$ cat src/rtl/thermo_sel_pkg.sv
// rtl/thermo_sel_pkg.sv - shared states, thermometer constants and decode for thermo_sel_decoder
package thermo_sel_pkg;

   typedef enum logic [1:0] {
      IDLE = 2'd0,
      RUN  = 2'd1,
      ERR  = 2'd2
   } state_e;

   localparam logic [2:0] T0 = 3'b000;
   localparam logic [2:0] T1 = 3'b001;
   localparam logic [2:0] T2 = 3'b011;
   localparam logic [2:0] T3 = 3'b111;

   // Returns {legal, level}; illegal codes report level 0.
   function automatic logic [2:0] thermo_decode(input logic [2:0] code);
      logic [2:0] r;
      case (code)
         T0:      r = 3'b100;
         T1:      r = 3'b101;
         T2:      r = 3'b110;
         T3:      r = 3'b111;
         default: r = 3'b000;
      endcase
      return r;
   endfunction

endpackage

$ cat src/rtl/thermo2bin.sv
// rtl/thermo2bin.sv - combinational thermometer legality check and binary decode
module thermo2bin
   import thermo_sel_pkg::*;
(
   input  logic [2:0] code,
   output logic       legal,
   output logic [1:0] lvl
);

   logic [2:0] dec;

   // Single decode shared by the FSM and the live level register.
   always_comb begin
      dec   = thermo_decode(code);
      legal = dec[2];
      lvl   = dec[1:0];
   end

endmodule

$ cat src/rtl/thermo_sel_decoder.sv
// rtl/thermo_sel_decoder.sv - peak-tracking thermometer press decoder; THERMO_SEL_ERRCNT_EN enables err_cnt
module thermo_sel_decoder
   import thermo_sel_pkg::*;
#(
   parameter int unsigned MAX_HOLD = 1
)(
   input  logic       clk,
   input  logic       reset,
   input  logic [2:0] S,
   output logic [1:0] level,
   output logic [1:0] sel,
   output logic       sel_valid,
   output logic       err,
   output logic [7:0] err_cnt
);

   localparam logic [3:0] MAX_HOLD_C = 4'(MAX_HOLD);

   logic       s_legal;
   logic [1:0] s_lvl;

   state_e     state_q, state_d;
   logic [1:0] peak_q, peak_d;
   logic [3:0] hold_q, hold_d;
   logic [1:0] level_q, level_d;
   logic [1:0] sel_q, sel_d;
   logic       sel_valid_q, sel_valid_d;
   logic       err_q, err_d;

   thermo2bin u_thermo2bin (
      .code  (S),
      .legal (s_legal),
      .lvl   (s_lvl)
   );

   // Next-state logic: track the peak level of a press sequence and commit it on return to 000.
   always_comb begin
      state_d     = state_q;
      peak_d      = peak_q;
      hold_d      = hold_q;
      sel_d       = sel_q;
      sel_valid_d = 1'b0;
      level_d     = s_lvl;
      case (state_q)
         IDLE: begin
            if (S == T1) begin
               state_d = RUN;
               peak_d  = 2'd1;
               hold_d  = 4'd1;
            end else if (S != T0) begin
               state_d = ERR;
            end
         end
         RUN: begin
            if (S == T0) begin
               sel_d       = peak_q;
               sel_valid_d = 1'b1;
               state_d     = IDLE;
            end else if (s_legal && ({1'b0, s_lvl} == ({1'b0, peak_q} + 3'd1))) begin
               peak_d = peak_q + 2'd1;
               hold_d = 4'd1;
            end else if (s_legal && (s_lvl == peak_q) && (hold_q < MAX_HOLD_C)) begin
               hold_d = hold_q + 4'd1;
            end else begin
               // hold exhausted, illegal code, level skip or drop to a nonzero level
               state_d = ERR;
            end
         end
         ERR: begin
            if (S == T0) state_d = IDLE;
         end
         default: state_d = IDLE;
      endcase
      err_d = (state_d == ERR);
   end

   // State and registered outputs; reset discards any partial sequence.
   always_ff @(posedge clk) begin
      if (reset) begin
         state_q     <= IDLE;
         peak_q      <= 2'd0;
         hold_q      <= 4'd0;
         level_q     <= 2'd0;
         sel_q       <= 2'd0;
         sel_valid_q <= 1'b0;
         err_q       <= 1'b0;
      end else begin
         state_q     <= state_d;
         peak_q      <= peak_d;
         hold_q      <= hold_d;
         level_q     <= level_d;
         sel_q       <= sel_d;
         sel_valid_q <= sel_valid_d;
         err_q       <= err_d;
      end
   end

`ifdef THERMO_SEL_ERRCNT_EN
   logic [7:0] err_cnt_q, err_cnt_d;

   // Count entries into ERR only, saturating at 255.
   always_comb begin
      err_cnt_d = err_cnt_q;
      if ((state_d == ERR) && (state_q != ERR) && (err_cnt_q != 8'hFF))
         err_cnt_d = err_cnt_q + 8'd1;
   end

   // Error entry counter register.
   always_ff @(posedge clk) begin
      if (reset) err_cnt_q <= 8'd0;
      else       err_cnt_q <= err_cnt_d;
   end

   assign err_cnt = err_cnt_q;
`else
   assign err_cnt = 8'd0;
`endif

   assign level     = level_q;
   assign sel       = sel_q;
   assign sel_valid = sel_valid_q;
   assign err       = err_q;

endmodule

$ cat config.mk
export PLATFORM = sky130hd
export DESIGN_NAME = thermo_sel_decoder
export DESIGN_NICKNAME = d
export VERILOG_FILES = /design/src/rtl/thermo_sel_pkg.sv /design/src/rtl/thermo2bin.sv /design/src/rtl/thermo_sel_decoder.sv
export SDC_FILE = /design/constraint.sdc
export NUM_CORES = 1
export LEC_CHECK = 0
export CAP_MARGIN = 10
export CORE_UTILIZATION = 49
export CTS_CLUSTER_DIAMETER = 80
export DETAILED_ROUTE_END_ITERATION = 12
export PLACE_DENSITY_LB_ADDON = 0.25
export SYNTH_ARGS = -nofsm -noshare
export SYNTH_HDL_FRONTEND = slang
export SYNTH_SLANG_ARGS = --single-unit
$ cat constraint.sdc
create_clock -name clk -period 3.1 [get_ports clk]
set_clock_uncertainty 0.2 [all_clocks]
set_input_delay 0.62 -clock clk [delete_from_list [all_inputs] [get_ports clk]]
set_output_delay 0.62 -clock clk [all_outputs]
set_load 0.05 [all_outputs]
==> out/results.ini <==
[hold_path]
min_to=sel[0]$_SDFFE_PP0P_
hp-class=register to register
hp-start=sel[0]$_SDFFE_PP0P_
min_path_cells=2

[sta]
fmax_mhz=374
rsz0062_at_grt=false
worstMarginPinSlew_ns=0.497
final.period_utilization_pct=86.2
setup-violations-final=0
setup_tns_ns=0
drv_slew=0
hold_viol=0
slew_headroom_pct=66.8
setup_slack_ns=0.428
fin_crit_ns=2.67

[critical_path]
crit_type=register to register
crit_required_ns=3.07
crit_path_end_kind=register
reg2reg_depth=6
crit_path_start_kind=register
rr_endpoint=hold_q[1]$_SDFFE_PP0P_
path_buf_inv=0
cp.depth=6
r2r_start=peak_q[0]$_SDFFE_PP0P_
cp_top_family=simple AND/OR/NAND/NOR gates
critPathMaxFanout=10
slowest_delay_ns=0.52
crit_arrival_ns=2.64
slowest_stage=dfxtp_1
r2r_slack_ns=0.43
crit_chain=ha_1, or4b_1, o32ai_1, or2_1, nor4_1, or3_1

[grt]
grt_max_degree=12
grt_pass1_vias=602
grt_remaining_overflow=0
grt_pass1_wl_um=2660
track_usage_pct=18.5
antenna_found_initial=0

[synthesis]
synth_area_leaders=dfxtp_1 (32%), buf_4 (6.9%), buf_6 (5.2%)
avgSynthCellArea_um2=8.67
yosys_warnings=0
ys_ff_latch=14
synth_cell_types=38
yosysTopAreaCell=dfxtp_1
netlist_area_um2=867
yosysTopAreaCellShare_pct=32.3
ys_seq_area_share_pct=32.3
synth_cells=100

[layout]
nets=119
diodes=0
drive_gt1_share_pct=12.8
n_fill_cell=148
syn_to_final_growth_pct=8.51
final_cell_mix=dfxtp_1 (14), nor2_1 (12), clkdlybuf4s50_1 (10)
mostFrequentLayoutCell=dfxtp_1

[cts]
cts_tree=yes
clockRootBuffer=clkbuf_4
cts_buffer_depth=2
cts_buffers=3
cts.reportedPaths.clkPinSlew_ns=0.08
clock_latency_ns=0.28
cts_resized=0
cts.sinks=14
cts_max_level=1
ctsHoldBuffers=0
cts_setup_buffers=0

[job]
max_cap_violations=0

[floorplanning]
rows=14
die_w_um=44.1
die-area_um2=1940
initial_core_util_pct=55.0
core_area_um2=1580
io-pin-count=19
die_height_um=44.1

[outcome]
status=finished, final reports clean

[power]
pwr_density_cell_nw_per_um2=395
power.leakage_nw=0.378
ir_worst_vdd_mv=0.190

[drt]
first_iter_violations=13
wl_per_cell_um=12.3
viasPerCell=5.70
drc=0
via_count=712
dr.pass1.iters=6
drt-total-wl_um=1540
ant_nets=0

[place]
gp_congestion=0.846
pre_cts_slack_ns=0.149
numPortBuffers=10
dp_hpwl_um=1210

## cells in the mapped netlist (all sizes together)
| cell | n |
|---|---|
| conb | 1 |
| a41oi | 1 |
| nand3b | 1 |
| mux2i | 1 |
| or3 | 2 |
| or2 | 3 |
| o31ai | 1 |
| nor2 | 12 |
| dfxtp | 14 |
| nand2 | 3 |
| clkbuf | 1 |
| and3 | 3 |
| nand2b | 2 |
| ha | 3 |
| nor4 | 3 |
| nor3 | 4 |
| o21ai | 3 |
| xnor2 | 1 |
| a31oi | 1 |
| o31a | 1 |
| a221oi | 2 |
| nand4 | 3 |
| nand3 | 3 |
| a21oi | 4 |
| o211ai | 1 |
| o311a | 1 |
| inv | 5 |
| or4b | 2 |
| buf | 13 |
| a211oi | 1 |
| nor4bb | 1 |
| or3b | 1 |
| a311oi | 1 |
| o32ai | 1 |
## layout make-up
class	count	area, µm²	share of cell area, %
multi-input combinational	74	477	50.7
sequential	14	280	29.8
timing repair buffer	13	123	13.0
clock buffer	3	22.5	2.39
tap	16	20.0	2.13
inverter	5	18.8	1.99
## worst register-to-register path, cell delays in order, from the launching register on
cell     delay [ns]
dfxtp_1        0.52
ha_1           0.34
or4b_1         0.52
o32ai_1        0.20
or2_1          0.32
nor4_1         0.08
or3_1          0.37
## where the power goes
| part | total, mW | internal, mW | switching [mW] |
|---|---|---|---|
| registers | 0.190 | 0.185 | 0.00476 |
| logic | 0.0798 | 0.0250 | 0.0548 |
| clock network | 0.102 | 0.0451 | 0.0568 |
## per-stage QoR
step / hold slack (ns) / util, % / std cells / power (mW) / instance area (µm²)
finish: 0.302 / 59.7 / 125 / 0.371 / 941
global route: 0.338 / 59.7 / 125 / 0.387 / 941
CTS: 0.312 / 59.7 / 125 / 0.375 / 941
detailed placement: 0.293 / 58.3 / 122 / 0.273 / 918
global placement: 0.275 / 58.3 / 122 / 0.272 / 918
floorplan: 0.280 / - / 107 / 0.268 / 893
## how the worst max path moves through the flow
| stage | start | end |
|---|---|---|
| floorplan | S[0] | hold_q[1]$_SDFFE_PP0P_ |
| global placement | S[0] | hold_q[1]$_SDFFE_PP0P_ |
| detailed placement | S[0] | hold_q[1]$_SDFFE_PP0P_ |
| CTS | peak_q[0]$_SDFFE_PP0P_ | hold_q[1]$_SDFFE_PP0P_ |
| global route | peak_q[0]$_SDFFE_PP0P_ | hold_q[1]$_SDFFE_PP0P_ |
| finish | peak_q[0]$_SDFFE_PP0P_ | hold_q[1]$_SDFFE_PP0P_ |
## routing by layer
layer / share of wire (%) / up-vias / track usage (%)
met5: 0 / - / 0
met4: 1.5 / 0 / 9.09
met3: 2.6 / 2 / 4.08
met2: 44 / 16 / 26.2
met1: 52 / 325 / 26.5
li1: - / 369 / -
## sequential cells by signal, summed over array words and instances (netlist names)
register,cells
err,1
hold_q,4
level,2
peak_q,2
sel,2
sel_valid,1
state_q,2
## logic make-up (layout without fill, tap and decap cells)
logic type	after synthesis	after routing	share of synthesized area [%]
buf+inv	19	21	15.7
other cells	1	8	0.432
flops	14	14	32.3
compound gates	18	18	17.6
fa+ha+maj	3	3	4.33
xor+xnor	1	1	1.01
simple gates	43	43	27.4
mux	1	1	1.15
(Power assumes the default switching activity.)
